==> src/rtl/capture_sequencer_if.sv <==
// rtl/capture_sequencer_if.sv - upstream 16-bit word valid/ready handshake
interface capture_sequencer_if;
    logic        in_valid;
    logic [15:0] in_data;
    logic        in_ready;

    modport master (output in_valid, output in_data, input in_ready);
    modport slave  (input in_valid, input in_data, output in_ready);
endinterface

==> src/rtl/capture_sequencer.sv <==
// rtl/capture_sequencer.sv - buffers upstream words and presents each as a two-cycle load pair
// Optional CAPTURE_CHECKSUM_EN adds a running 16-bit sum of popped words.
module capture_sequencer #(
    parameter int DEPTH = 4,
    parameter int AW    = 2
) (
    input  logic        clk,
    input  logic        RST,
    input  logic        start,
    input  logic [15:0] start_base,
    input  logic [15:0] word_count,
    capture_sequencer_if.slave up,
    output logic        load,
    output logic [15:0] captured_data,
    output logic [15:0] ramBase,
    output logic        busy,
    output logic        done
`ifdef CAPTURE_CHECKSUM_EN
    ,
    output logic [15:0] checksum
`endif
);

    typedef enum logic [2:0] {
        IDLE    = 3'd0,
        FETCH   = 3'd1,
        EMIT_HI = 3'd2,
        EMIT_LO = 3'd3,
        FINISH  = 3'd4
    } state_t;

    state_t      state_q, state_d;

    logic [15:0] mem_q [DEPTH];
    logic [AW-1:0] wr_ptr_q, rd_ptr_q;
    logic [AW:0] count_q;
    logic [15:0] captured_q;
    logic [15:0] ram_base_q;
    logic [15:0] remaining_q;

    logic fifo_empty, fifo_full;
    logic push, pop, flush, start_acc, last_word;

    assign fifo_empty = (count_q == '0);
    assign fifo_full  = (count_q == (AW+1)'(DEPTH));
    assign last_word  = (remaining_q == 16'd1);
    assign push       = up.in_valid && up.in_ready;

    always_ff @(posedge clk or negedge RST) begin
        if (!RST) begin
            state_q <= IDLE;
        end else begin
            state_q <= state_d;
        end
    end

    always_comb begin
        state_d = state_q;
        case (state_q)
            IDLE: begin
                if (start) begin
                    state_d = (word_count == 16'd0) ? FINISH : FETCH;
                end
            end
            FETCH: begin
                if (!fifo_empty) begin
                    state_d = EMIT_HI;
                end
            end
            EMIT_HI: state_d = EMIT_LO;
            EMIT_LO: begin
                if (last_word) begin
                    state_d = FINISH;
                end else if (!fifo_empty) begin
                    state_d = EMIT_HI;
                end else begin
                    state_d = FETCH;
                end
            end
            FINISH:  state_d = IDLE;
            default: state_d = IDLE;
        endcase
    end

    always_comb begin
        load        = (state_q == EMIT_HI) || (state_q == EMIT_LO);
        busy        = (state_q == FETCH) || load;
        done        = (state_q == FINISH);
        up.in_ready = busy && !fifo_full;
        start_acc   = (state_q == IDLE) && start;
        flush       = (state_q == FINISH);
        // EMIT_LO pops ahead so the next pair follows without a gap
        pop         = !fifo_empty &&
                      ((state_q == FETCH) || ((state_q == EMIT_LO) && !last_word));
    end

    always_ff @(posedge clk) begin
        if (push) begin
            mem_q[wr_ptr_q] <= up.in_data;
        end
    end

    always_ff @(posedge clk or negedge RST) begin
        if (!RST) begin
            wr_ptr_q    <= '0;
            rd_ptr_q    <= '0;
            count_q     <= '0;
            captured_q  <= '0;
            ram_base_q  <= '0;
            remaining_q <= '0;
        end else begin
            if (flush) begin
                wr_ptr_q <= '0;
                rd_ptr_q <= '0;
                count_q  <= '0;
            end else begin
                if (push) begin
                    wr_ptr_q <= wr_ptr_q + 1'b1;
                end
                if (pop) begin
                    rd_ptr_q <= rd_ptr_q + 1'b1;
                end
                if (push && !pop) begin
                    count_q <= count_q + 1'b1;
                end else if (pop && !push) begin
                    count_q <= count_q - 1'b1;
                end
            end
            if (pop) begin
                captured_q <= mem_q[rd_ptr_q];
            end
            if (start_acc) begin
                ram_base_q  <= start_base;
                remaining_q <= word_count;
            end else if (state_q == EMIT_LO) begin
                ram_base_q  <= ram_base_q + 16'd2;
                remaining_q <= remaining_q - 16'd1;
            end
        end
    end

    assign captured_data = captured_q;
    assign ramBase       = ram_base_q;

`ifdef CAPTURE_CHECKSUM_EN
    logic [15:0] checksum_q;

    always_ff @(posedge clk or negedge RST) begin
        if (!RST) begin
            checksum_q <= '0;
        end else if (start_acc) begin
            checksum_q <= '0;
        end else if (pop) begin
            checksum_q <= checksum_q + mem_q[rd_ptr_q];
        end
    end

    assign checksum = checksum_q;
`endif

endmodule
==> src/flat_wrapper.sv <==
// flat-port wrapper written by rule: the top's interface ports become plain ports
module capture_sequencer_flat 
#(
    parameter int DEPTH = 4,
    parameter int AW    = 2
)
  (clk, RST, start, start_base, word_count, load, captured_data, ramBase, busy, done, up_in_valid, up_in_data, up_in_ready);
  capture_sequencer_if up_i ();
  input  logic clk;
  input  logic RST;
  input  logic start;
  input  logic [15:0] start_base;
  input  logic [15:0] word_count;
  output logic load;
  output logic [15:0] captured_data;
  output logic [15:0] ramBase;
  output logic busy;
  output logic done;
  input wire logic [$bits(up_i.in_valid)-1:0] up_in_valid;
  input wire logic [$bits(up_i.in_data)-1:0] up_in_data;
  output wire logic [$bits(up_i.in_ready)-1:0] up_in_ready;
  assign up_i.in_valid = up_in_valid;
  assign up_i.in_data = up_in_data;
  assign up_in_ready = up_i.in_ready;
  capture_sequencer #(.DEPTH(DEPTH), .AW(AW)) u_core (.clk(clk), .RST(RST), .start(start), .start_base(start_base), .word_count(word_count), .up(up_i), .load(load), .captured_data(captured_data), .ramBase(ramBase), .busy(busy), .done(done));
endmodule
==> config.mk <==
export PLATFORM = sky130hd
export DESIGN_NAME = capture_sequencer_flat
export DESIGN_NICKNAME = d
export VERILOG_FILES = /design/src/rtl/capture_sequencer_if.sv /design/src/rtl/capture_sequencer.sv /design/src/flat_wrapper.sv
export SDC_FILE = /design/constraint.sdc
export NUM_CORES = 1
export LEC_CHECK = 0
export CAP_MARGIN = 15
export CORE_UTILIZATION = 58
export CTS_CLUSTER_DIAMETER = 50
export DETAILED_ROUTE_END_ITERATION = 7
export HOLD_SLACK_MARGIN = 0.12
export MAX_ROUTING_LAYER = met4
export PLACE_DENSITY = 0.86
export REMOVE_ABC_BUFFERS = 1
export SYNTH_ARGS = -nofsm -noshare
export SYNTH_HDL_FRONTEND = slang
export SYNTH_SLANG_ARGS = --single-unit
export TNS_END_PERCENT = 5
==> constraint.sdc <==
create_clock -name clk -period 7.65 [get_ports clk]
set_input_delay 1.1475 -clock clk [delete_from_list [all_inputs] [get_ports clk]]
set_output_delay 1.1475 -clock clk [all_outputs]
set_load 0.03 [all_outputs]
==> impl_metrics.xml <==
<?xml version="1.0" encoding="UTF-8"?>
<metrics>
  <group name="run_status">
    <metric name="run_status" unit="">complete, no violations</metric>
  </group>
  <group name="timing">
    <metric name="period_share" unit="">0.442</metric>
    <metric name="fmax" unit="MHz">296</metric>
    <metric name="slew_viol_final" unit="">0</metric>
    <metric name="final.setup.tns" unit="ns">0</metric>
    <metric name="post-route-min-period" unit="ns">3.38</metric>
    <metric name="setup_violations" unit="">0</metric>
    <metric name="maxSlewHeadroom" unit="">0.297</metric>
    <metric name="grt_setup_unrepaired" unit="">no</metric>
    <metric name="timing.hold.ws" unit="ns">0.484</metric>
    <metric name="finClkSkew" unit="ns">0.00591</metric>
    <metric name="final_hold_violations" unit="">0</metric>
    <metric name="max_slew.worst_pin.slew" unit="ns">1.05</metric>
    <metric name="final.setup.worst_slack" unit="ns">4.27</metric>
  </group>
  <group name="logic_synthesis">
    <metric name="synth-main-ff-cell" unit="">edfxtp_1</metric>
    <metric name="yosys_register_bits" unit="">122</metric>
    <metric name="synthesis.instances" unit="">416</metric>
    <metric name="yosysTopAreaCell" unit="">edfxtp_1</metric>
    <metric name="yosysWarnings" unit="">0</metric>
    <metric name="yosysSeqAreaShare" unit="">0.599</metric>
    <metric name="synth-edff-count" unit="">64</metric>
    <metric name="syn_avg_cell_area" unit="um^2">13.5</metric>
    <metric name="synthDistinctLibCells" unit="">68</metric>
    <metric name="postSynth.asyncResetShare" unit="">0.475</metric>
    <metric name="post_synth_main_area_contributors" unit="">edfxtp_1 34%, dfrtp_1 26%, mux4_2 6.4%</metric>
    <metric name="post-synth-top-area-fraction" unit="">0.341</metric>
    <metric name="synth.cell_area" unit="mm^2">0.00564</metric>
  </group>
  <group name="setup_path">
    <metric name="startpoint_type" unit="">flop</metric>
    <metric name="crit_path_max_fanout" unit="">13</metric>
    <metric name="cp_slowest_stage_delay" unit="ns">0.73</metric>
    <metric name="crit_path_top_delay_cell" unit="">clkdlybuf4s50_1</metric>
    <metric name="worstPathRequired" unit="ns">6.50</metric>
    <metric name="timing_worst_setup_path_type" unit="">flop to output pin</metric>
    <metric name="worst_setup_ep_type" unit="">output pin</metric>
    <metric name="crit_family" unit="">buffers and inverters</metric>
    <metric name="path_buf_inv" unit="">1</metric>
    <metric name="crit_chain" unit="">nor2_1, and2_1, clkdlybuf4s50_1</metric>
    <metric name="critical_path_arrival" unit="ns">2.23</metric>
  </group>
  <group name="cts">
    <metric name="clkSlewWorstSetupHoldPaths" unit="ns">0.06</metric>
    <metric name="buffers_from_clock_root_to_sink_at_most" unit="">2</metric>
    <metric name="cts_inserted_buffers" unit="">17</metric>
    <metric name="tritoncts_clock_tree" unit="">done</metric>
    <metric name="cts_hold_buffers" unit="">0</metric>
    <metric name="cts_num_sinks" unit="">122</metric>
    <metric name="cts_max_level" unit="">4</metric>
    <metric name="postCtsSetupRepairBufs" unit="">0</metric>
    <metric name="clk_latency" unit="ns">0.51</metric>
    <metric name="clock_tree.root_cell" unit="">clkbuf_8</metric>
    <metric name="cts_repair_resize_count" unit="">0</metric>
  </group>
  <group name="detailed_routing">
    <metric name="wirelength" unit="um">12400</metric>
    <metric name="ant_nets" unit="">0</metric>
    <metric name="drt-pass1-iter-count" unit="">4</metric>
    <metric name="first_iter_violations" unit="">278</metric>
    <metric name="avgRoutedWirePerCell" unit="um">19.2</metric>
    <metric name="avgViaCountPerCell" unit="">6.17</metric>
    <metric name="drc" unit="">0</metric>
    <metric name="num_vias" unit="">3968</metric>
  </group>
  <group name="power">
    <metric name="pwr-share-seq" unit="">0.374</metric>
    <metric name="sw_frac_of_total" unit="">0.386</metric>
    <metric name="p_int" unit="mW">1.89</metric>
    <metric name="comb_power_share" unit="">0.401</metric>
    <metric name="netSwitchingPower" unit="mW">1.18</metric>
    <metric name="p_clk_frac" unit="">0.225</metric>
    <metric name="power_per_cell_area" unit="mW/mm^2">434</metric>
    <metric name="p_leak" unit="nW">2.65</metric>
    <metric name="vdd_drop_max" unit="uV">300</metric>
  </group>
  <group name="die">
    <metric name="io_pins" unit="">88</metric>
    <metric name="initial_core_util" unit="">0.604</metric>
    <metric name="floorplan.die_area" unit="mm^2">0.0101</metric>
    <metric name="site_rows" unit="">35</metric>
    <metric name="placeable_area" unit="mm^2">0.00933</metric>
    <metric name="chipHeight" unit="um">101</metric>
    <metric name="die_w" unit="um">101</metric>
  </group>
  <group name="grt">
    <metric name="antenna_found_initial" unit="">0</metric>
    <metric name="grt_start_max_net_pins" unit="">59</metric>
    <metric name="globalRouteOverflowTotal" unit="">0</metric>
    <metric name="grt_use_total" unit="">0.272</metric>
    <metric name="grt_pass1_vias" unit="">4035</metric>
    <metric name="grt_first_pass_wirelength" unit="um">20000</metric>
  </group>
  <group name="cells_and_area">
    <metric name="fillerInstances" unit="">591</metric>
    <metric name="total_inserted_antenna_cells" unit="">0</metric>
    <metric name="drive_gt1_frac" unit="">0.158</metric>
    <metric name="layout-area-overhead-vs-synth" unit="%">25.7</metric>
    <metric name="num-nets-final" unit="">562</metric>
  </group>
  <group name="job">
    <metric name="drv_cap" unit="">0</metric>
  </group>
  <group name="placed_design">
    <metric name="dpl.hpwl" unit="um">7900</metric>
    <metric name="globalplace.congestion" unit="">0.867</metric>
    <metric name="port-buffer-count" unit="">87</metric>
    <metric name="place_ws" unit="ns">4.17</metric>
  </group>
  <group name="min_path">
    <metric name="hold_path.class" unit="">flop to flop</metric>
  </group>
</metrics>
==> metrics by stage <==
stage | utilization | std cells | power (mW) | area (um^2)
final | 0.759 | 643 | 3.07 | 7080
after detailed placement | 0.704 | 611 | 2.38 | 6560
after floorplan | - | 392 | 1.94 | 5510
after CTS | 0.759 | 643 | 3.08 | 7080
after global placement | 0.704 | 611 | 2.32 | 6560
after global routing | 0.759 | 643 | 3.24 | 7080
==> cell type report <==
cell class	instances	area [um^2]	share of cell area
Clock inverter	15	104	0.0147
Clock buffer	17	414	0.0585
Sequential cell	122	3370	0.476
Tap cell	129	161	0.0228
Multi-Input combinational cell	260	2100	0.297
Timing Repair Buffer	90	888	0.125
Inverter	10	37.5	0.00530
==> state kept, by name, indices dropped and copies added, names as in the netlist <==
name and flops:
u_core.remaining_q 16, u_core.wr_ptr_q 2, u_core.rd_ptr_q 2, u_core.ramBase 16, u_core.mem_q 64, u_core.captured_data 16, u_core.count_q 3, u_core.state_q 3
==> synth_stat cells, drive strengths merged, types with 3 or more instances <==
cell type / number
o21bai: 3
mux4: 16
nand2: 32
o211ai: 5
a41oi: 3
a221o: 10
nor4: 8
nor2b: 4
mux2i: 4
clkbuf: 15
nand3: 13
a21oi: 13
and4: 4
inv: 10
nor2: 19
o311ai: 5
dfrtp: 58
or4: 5
edfxtp: 64
mux2: 16
ha: 8
and3: 4
nor3: 10
and2: 8
nand4: 8
a31oi: 3
buf: 9
o21ai: 22
==> power groups by stage <==
stage | logic (mW) | registers [mW] | clock network, mW
final | 1.23 | 1.15 | 0.690
after global routing | 1.33 | 1.18 | 0.730
after CTS | 1.24 | 1.15 | 0.696
after detailed placement | 1.22 | 1.15 | 0
after global placement | 1.18 | 1.14 | 0
after floorplan | 0.685 | 1.25 | 0
==> cells in the final DEF (no fill, tap or decap), types with 3 or more instances in the layout <==
cell type / count
mux2_2: 8
nand2_1: 32
ha_1: 8
and3_1: 3
mux2_4: 8
nand4_1: 8
clkinv_4: 3
nor2b_1: 4
clkinv_2: 6
or4_1: 4
inv_1: 10
nand3_1: 13
a41oi_1: 3
o211ai_1: 5
nor3_1: 10
mux4_2: 16
clkbuf_16: 16
o311ai_0: 5
o21ai_0: 22
a21oi_1: 12
buf_4: 3
clkinvlp_4: 4
o21bai_1: 3
a31oi_1: 3
edfxtp_1: 64
clkdlybuf4s50_1: 86
nor4_1: 6
nor2_1: 19
a221o_1: 10
mux2i_1: 4
dfrtp_1: 58
and2_1: 8
==> path summary, 6_finish.rpt <==
path,startpoint,endpoint,slack [ns],cells past startpoint
max reg2reg,u_core.remaining_q[1]$_DFFE_PN0N_,u_core.count_q[2]$_DFFE_PN0P_,4.63,12
min in group asynchronous,RST,u_core.ramBase[7]$_DFFE_PN0N_,0.80,2
max,u_core.state_q[1]$_DFFE_PN0P_,done,4.27,3
max in group asynchronous,RST,u_core.remaining_q[12]$_DFFE_PN0N_,6.34,2
min reg2reg,u_core.ramBase[0]$_DFFE_PN0P_,u_core.ramBase[0]$_DFFE_PN0P_,0.48,2
min,u_core.ramBase[0]$_DFFE_PN0P_,u_core.ramBase[0]$_DFFE_PN0P_,0.48,2
==> kinds of logic (layout without fill, tap and decap cells) <==
logic type                 Yosys count  in the layout  share of synthesized area
DFF                                122            122                      0.599
and+or+nand+nor                    128            128                      0.130
AOI/OAI and AO/OA                   83             83                      0.107
xor gates and xnor gates             4              4                    0.00622
buffers and inverters               34            132                     0.0282
muxes                               36             36                      0.108
adders and majority gates            9              9                     0.0213
==> per-layer routing <==
layer / global-route usage / wire [um] / vias up
met3: 0.0700 / 750 / 18
met2: 0.453 / 6310 / 175
li1: - / - / 1795
met1: 0.327 / 5150 / 1980
met5: - / 0 / -
met4: 0.0858 / 159 / 0
==> worst reg2reg max path, delay by kind of cell, from the launching register on <==
| family | cells | cell delay [ns] |
|---|---|---|
| buffers and inverters | 3 | 0.29 |
| XOR/XNOR | 1 | 0.09 |
| adder cells (fa/ha/maj) | 3 | 0.64 |
| flip-flops | 1 | 0.42 |
| AND/OR/NAND/NOR | 3 | 0.70 |
| AO/OA/AOI/OAI | 2 | 0.79 |
Note: power is estimated with default switching activity, not from simulation.
